**src/rtl/serial_addsub_n.sv**
```systemverilog
// Bit-serial WIDTH-bit adder/subtractor with start/valid/done handshake, LSB first.
// Optional signed-overflow output enabled by defining SERIAL_ADDSUB_OVF_EN.
module serial_addsub_n #(
  parameter int WIDTH = 4
) (
  input  logic             clk,
  input  logic             rst,
  input  logic             start,
  input  logic             sub,
  input  logic             in_valid,
  input  logic             a,
  input  logic             b,
  output logic             busy,
  output logic             out_valid,
  output logic [WIDTH-1:0] sum,
`ifdef SERIAL_ADDSUB_OVF_EN
  output logic             ovf,
`endif
  output logic             cout
);

  localparam int CW = $clog2(WIDTH + 1);

  typedef enum logic [1:0] {IDLE, RUN, DONE} state_t;

  state_t           state_q, state_d;
  logic             sub_q, sub_d;
  logic             carry_q, carry_d;
  logic             cout_q, cout_d;
  logic [CW-1:0]    cnt_q, cnt_d;
  logic [WIDTH-1:0] sum_q, sum_d;
`ifdef SERIAL_ADDSUB_OVF_EN
  logic             ovf_q, ovf_d;
`endif

  logic b_eff, s_bit, maj;

  // Subtraction is a + ~b + 1: invert b per bit and preload the carry with sub.
  assign b_eff = b ^ sub_q;
  assign s_bit = a ^ b_eff ^ carry_q;
  assign maj   = (a & b_eff) | (a & carry_q) | (b_eff & carry_q);

  always_comb begin
    state_d = state_q;
    sub_d   = sub_q;
    carry_d = carry_q;
    cout_d  = cout_q;
    cnt_d   = cnt_q;
    sum_d   = sum_q;
`ifdef SERIAL_ADDSUB_OVF_EN
    ovf_d   = ovf_q;
`endif
    case (state_q)
      IDLE: begin
        if (start) begin
          sub_d   = sub;
          carry_d = sub;
          cnt_d   = '0;
          state_d = RUN;
        end
      end
      RUN: begin
        if (in_valid) begin
          carry_d = maj;
          sum_d   = {s_bit, sum_q[WIDTH-1:1]};
          cnt_d   = cnt_q + CW'(1);
          // Last bit: carry out of the MSB is reported, never folded into sum.
          if (cnt_q == CW'(WIDTH - 1)) begin
            state_d = DONE;
            cout_d  = maj;
`ifdef SERIAL_ADDSUB_OVF_EN
            ovf_d   = carry_q ^ maj;
`endif
          end
        end
      end
      DONE: begin
        state_d = IDLE;
      end
      default: begin
        state_d = IDLE;
      end
    endcase
  end

  always_ff @(posedge clk or negedge rst) begin
    if (!rst) begin
      state_q <= IDLE;
      sub_q   <= 1'b0;
      carry_q <= 1'b0;
      cout_q  <= 1'b0;
      cnt_q   <= '0;
      sum_q   <= '0;
`ifdef SERIAL_ADDSUB_OVF_EN
      ovf_q   <= 1'b0;
`endif
    end else begin
      state_q <= state_d;
      sub_q   <= sub_d;
      carry_q <= carry_d;
      cout_q  <= cout_d;
      cnt_q   <= cnt_d;
      sum_q   <= sum_d;
`ifdef SERIAL_ADDSUB_OVF_EN
      ovf_q   <= ovf_d;
`endif
    end
  end

  assign busy      = (state_q != IDLE);
  assign out_valid = (state_q == DONE);
  assign sum       = sum_q;
  assign cout      = cout_q;
`ifdef SERIAL_ADDSUB_OVF_EN
  assign ovf       = ovf_q;
`endif

endmodule
```
**config.mk**
```make
export PLATFORM = sky130hd
export DESIGN_NAME = serial_addsub_n
export DESIGN_NICKNAME = d
export VERILOG_FILES = /design/src/rtl/serial_addsub_n.sv
export SDC_FILE = /design/constraint.sdc
export NUM_CORES = 1
export LEC_CHECK = 0
export CORE_AREA = 5 5 42 44
export CTS_BUF_LIST = sky130_fd_sc_hd__clkbuf_8
export DETAILED_ROUTE_END_ITERATION = 8
export DIE_AREA = 0 0 47 49
export PLACE_DENSITY_LB_ADDON = 0.1
export SLEW_MARGIN = 25
export SYNTH_ARGS = -nofsm -noshare
export SYNTH_HDL_FRONTEND = slang
export SYNTH_SLANG_ARGS = --single-unit
```
**constraint.sdc**
```tcl
create_clock -name clk -period 4.52 [get_ports clk]
set_input_delay 0.452 -clock clk [delete_from_list [all_inputs] [get_ports clk]]
set_output_delay 0.452 -clock clk [all_outputs]
set_load 0.03 [all_outputs]
```
==> impl_metrics.env, run 1 <==
export IMPL_outcome="finished, final reports clean"
export IMPL_rrSetupSlack_ns=2.99
export IMPL_viasPerCell=4.91
export IMPL_start_util_pct=40.8
export IMPL_grt_usage_pct=9.84
export IMPL_yosysWarnings=0
export IMPL_drt_iter0_drc=4
export IMPL_cts_max_level=1
export IMPL_critPathKind="flop to primary output"
export IMPL_grt_max_degree=13
export IMPL_cts_repair_resized=0
export IMPL_postCtsSetupRepairBufs=0
export IMPL_routed_wl_um=1030
export IMPL_io_pins=14
export IMPL_maxSlewViolCount=0
export IMPL_grt_pass1_vias=376
export IMPL_fin_cells=81
export IMPL_slowest_stage="clkdlybuf4s50_1"
export IMPL_hold_end="cout"
export IMPL_synth_net_count=60
export IMPL_vias=398
export IMPL_antenna_cells=0
export IMPL_fmaxAchievable_mhz=485
export IMPL_clock_sinks=12
export IMPL_cts_hold_fix_buffers=0
export IMPL_fin_tns_setup_ns=0
export IMPL_syn_avg_cell_area_um2=11.4
export IMPL_gp_congestion=0.714
export IMPL_io_buffers=13
export IMPL_syn_cell_area_um2=572
export IMPL_drtPass1Iterations=4
export IMPL_grt_overflow_total=0
export IMPL_worstHoldStart="cout"
export IMPL_setup_viol=0
export IMPL_yosysUniqueCellTypes=18
export IMPL_slew_headroom_pct=62.7
export IMPL_die_area_um2=2300
export IMPL_core_um2=1400
export IMPL_nets=76
export IMPL_regArea_um2=300
export IMPL_cts_tree="yes"
export IMPL_worst_slew_pin_slew_ns=0.557
export IMPL_drc=0
export IMPL_hpwl_um=794
export IMPL_timing_final_crit_period_ns=2.06
export IMPL_grt_pass1_wl_um=1610
export IMPL_fillCellCount=134
export IMPL_power_per_cell_area_nw_per_um2=719
export IMPL_ys_seq_area_share_pct=52.5
export IMPL_crit_chain="nor2_1, inv_1, clkdlybuf4s50_1"
export IMPL_critPathArrivalTime_ns=1.61
export IMPL_worstHoldPathCells=2
export IMPL_dp_cells=77
export IMPL_die_w_um=47
export IMPL_synth_top_area_share_pct=52.5
export IMPL_synthTopCellsByArea="dfrtp_1 53%, mux2_2 7.9%, mux2i_1 5.3%"
export IMPL_areaGrowthSynthToFinish_pct=33.3
export IMPL_slowest_delay_ns=0.66
export IMPL_path_clk_slew_ns=0.05
export IMPL_drive_gt1_share_pct=12.3
export IMPL_fin_crit_sh_pct=45.6
export IMPL_antenna_found_initial=0
export IMPL_power_mw=0.548
export IMPL_worstPathRequired_ns=4.07
export IMPL_hold_viol=0
export IMPL_r2r_cells=4
export IMPL_worstSetupStartpointType="flop"
export IMPL_cp_end_kind="primary output"
export IMPL_r2r_start="cnt_q[0]"
export IMPL_syn_inst=50
export IMPL_multiInputGateArea_um2=234
export IMPL_fin_util_pct=54.4
export IMPL_ir_drop_mv=0.303
export IMPL_r2r_end="cnt_q[2]"
export IMPL_placementRows=14
export IMPL_cp_max_fo=10
export IMPL_clk_latency_ns=0.24
export IMPL_maxCapViolCount=0
export IMPL_cts_buffers=3
export IMPL_wl_per_cell_um=12.8
export IMPL_holdCritPathClass="flop to flop"
export IMPL_cts_root_buf="clkbuf_8"
export IMPL_rsz0062_at_grt="no"
export IMPL_total_leakage_power_nw=0.356
export IMPL_die_height_um=49
export IMPL_yosysTopAreaCell="dfrtp_1"
export IMPL_skew_ns=0.00322
export IMPL_cts_max_path_buffers=2
export IMPL_ys_seq_elements=12
export IMPL_final_antenna_net_count=0
[synthesized netlist by cell type]
master	instances
a311oi_1	1
buf_6	1
clkbuf_1	1
dfrtp_1	12
fa_1	1
ha_1	2
inv_1	6
mux2_2	4
mux2i_1	3
nand2_1	4
nand3b_1	1
nand4b_1	1
nor2_1	3
nor2b_1	1
o21ai_0	6
o31ai_1	1
or4b_1	1
xnor2_1	1
[cell families after synthesis]
logic type / after synthesis / synth area share, %
XOR/XNOR: 1 / 1.53
AND/OR/NAND/NOR: 11 / 10.3
adder cells (fa/ha/maj): 3 / 7.88
multiplexers: 7 / 13.1
AO/OA/AOI/OAI: 8 / 8.10
flip-flops: 12 / 52.5
buffers and inverters: 8 / 6.56
[report_power, final]
group          switching, mW  internal, mW  total (mW)
clock network         0.0395        0.0769       0.116
registers             0.0380         0.157       0.195
logic                  0.123         0.113       0.236
total                  0.200         0.347       0.548
[critical path, delay by kind of cell, from the launching register on]
family	cells	cell delay, ns
buffers and inverters	2	0.72
flip-flops	1	0.53
AND/OR/NAND/NOR	1	0.11
[cells in the final DEF (no fill, tap or decap)]
cell,n
fa_1,1
nand2_1,4
nor2_1,3
xnor2_1,1
o31ai_1,1
or4b_1,1
mux2i_1,3
nand3b_1,1
dfrtp_1,12
a311oi_1,1
nor2b_1,1
o21ai_0,6
ha_1,2
clkdlybuf4s50_1,13
inv_1,6
nand4b_1,1
mux2_2,4
clkbuf_8,4
[sequential cells by signal, indices dropped and copies added (netlist names)]
register / flops
cnt_q: 3
carry_q: 1
state_q: 2
cout: 1
sub_q: 1
sum: 4
[metal layers]
metal	global-route usage, %	share of wire [%]
met5	0	0
met3	3.69	7.1
met2	14.0	47
met4	5.53	2.0
met1	12.3	43
[worst max-delay path by stage]
stage | start | to | slack (ns)
after detailed placement | state_q[0] | busy | 2.72
after CTS | state_q[0] | busy | 2.46
final | state_q[0] | busy | 2.46
after floorplan | state_q[1] | out_valid | 3.05
after global routing | state_q[0] | busy | 2.38
after global placement | state_q[0] | busy | 2.72
[stage by stage]
step | hold slack (ns) | setup slack (ns) | cell area, µm²
after floorplan | 0.156 | 3.05 | 572
after global placement | 0.472 | 2.72 | 707
after detailed placement | 0.476 | 2.72 | 707
after CTS | 0.488 | 2.46 | 762
after global routing | 0.517 | 2.38 | 762
final | 0.494 | 2.46 | 762
[cell type report]
| class | count | area share, % |
|---|---|---|
| Inverter | 6 | 2.96 |
| Multi-Input combinational cell | 30 | 30.7 |
| Tap cell | 16 | 2.63 |
| Clock buffer | 4 | 7.22 |
| Timing Repair Buffer | 13 | 17.1 |
| Sequential cell | 12 | 39.4 |
Note: power is estimated with default switching activity, not from simulation.
==> inputs of run 2 (changes only) <==
==> constraint.sdc (replaced) <==
create_clock -name clk -period 1.92 [get_ports clk]
set_input_delay 0.192 -clock clk [delete_from_list [all_inputs] [get_ports clk]]
set_output_delay 0.192 -clock clk [all_outputs]
set_load 0.03 [all_outputs]
==> results of run 2 <==
The final DEF is identical to that of run 1. Status: finished, final reports clean.
Among the figures that moved: setup slack after placement 2.72 ns -> 0.384 ns; setup slack after layout 2.46 ns -> 0.120 ns; hold slack 0.494 ns -> 0.312 ns; register-to-register setup slack 2.99 ns -> 0.39 ns; total power 0.548 mW -> 1.29 mW; worst IR drop on VDD 0.303 mV -> 0.713 mV
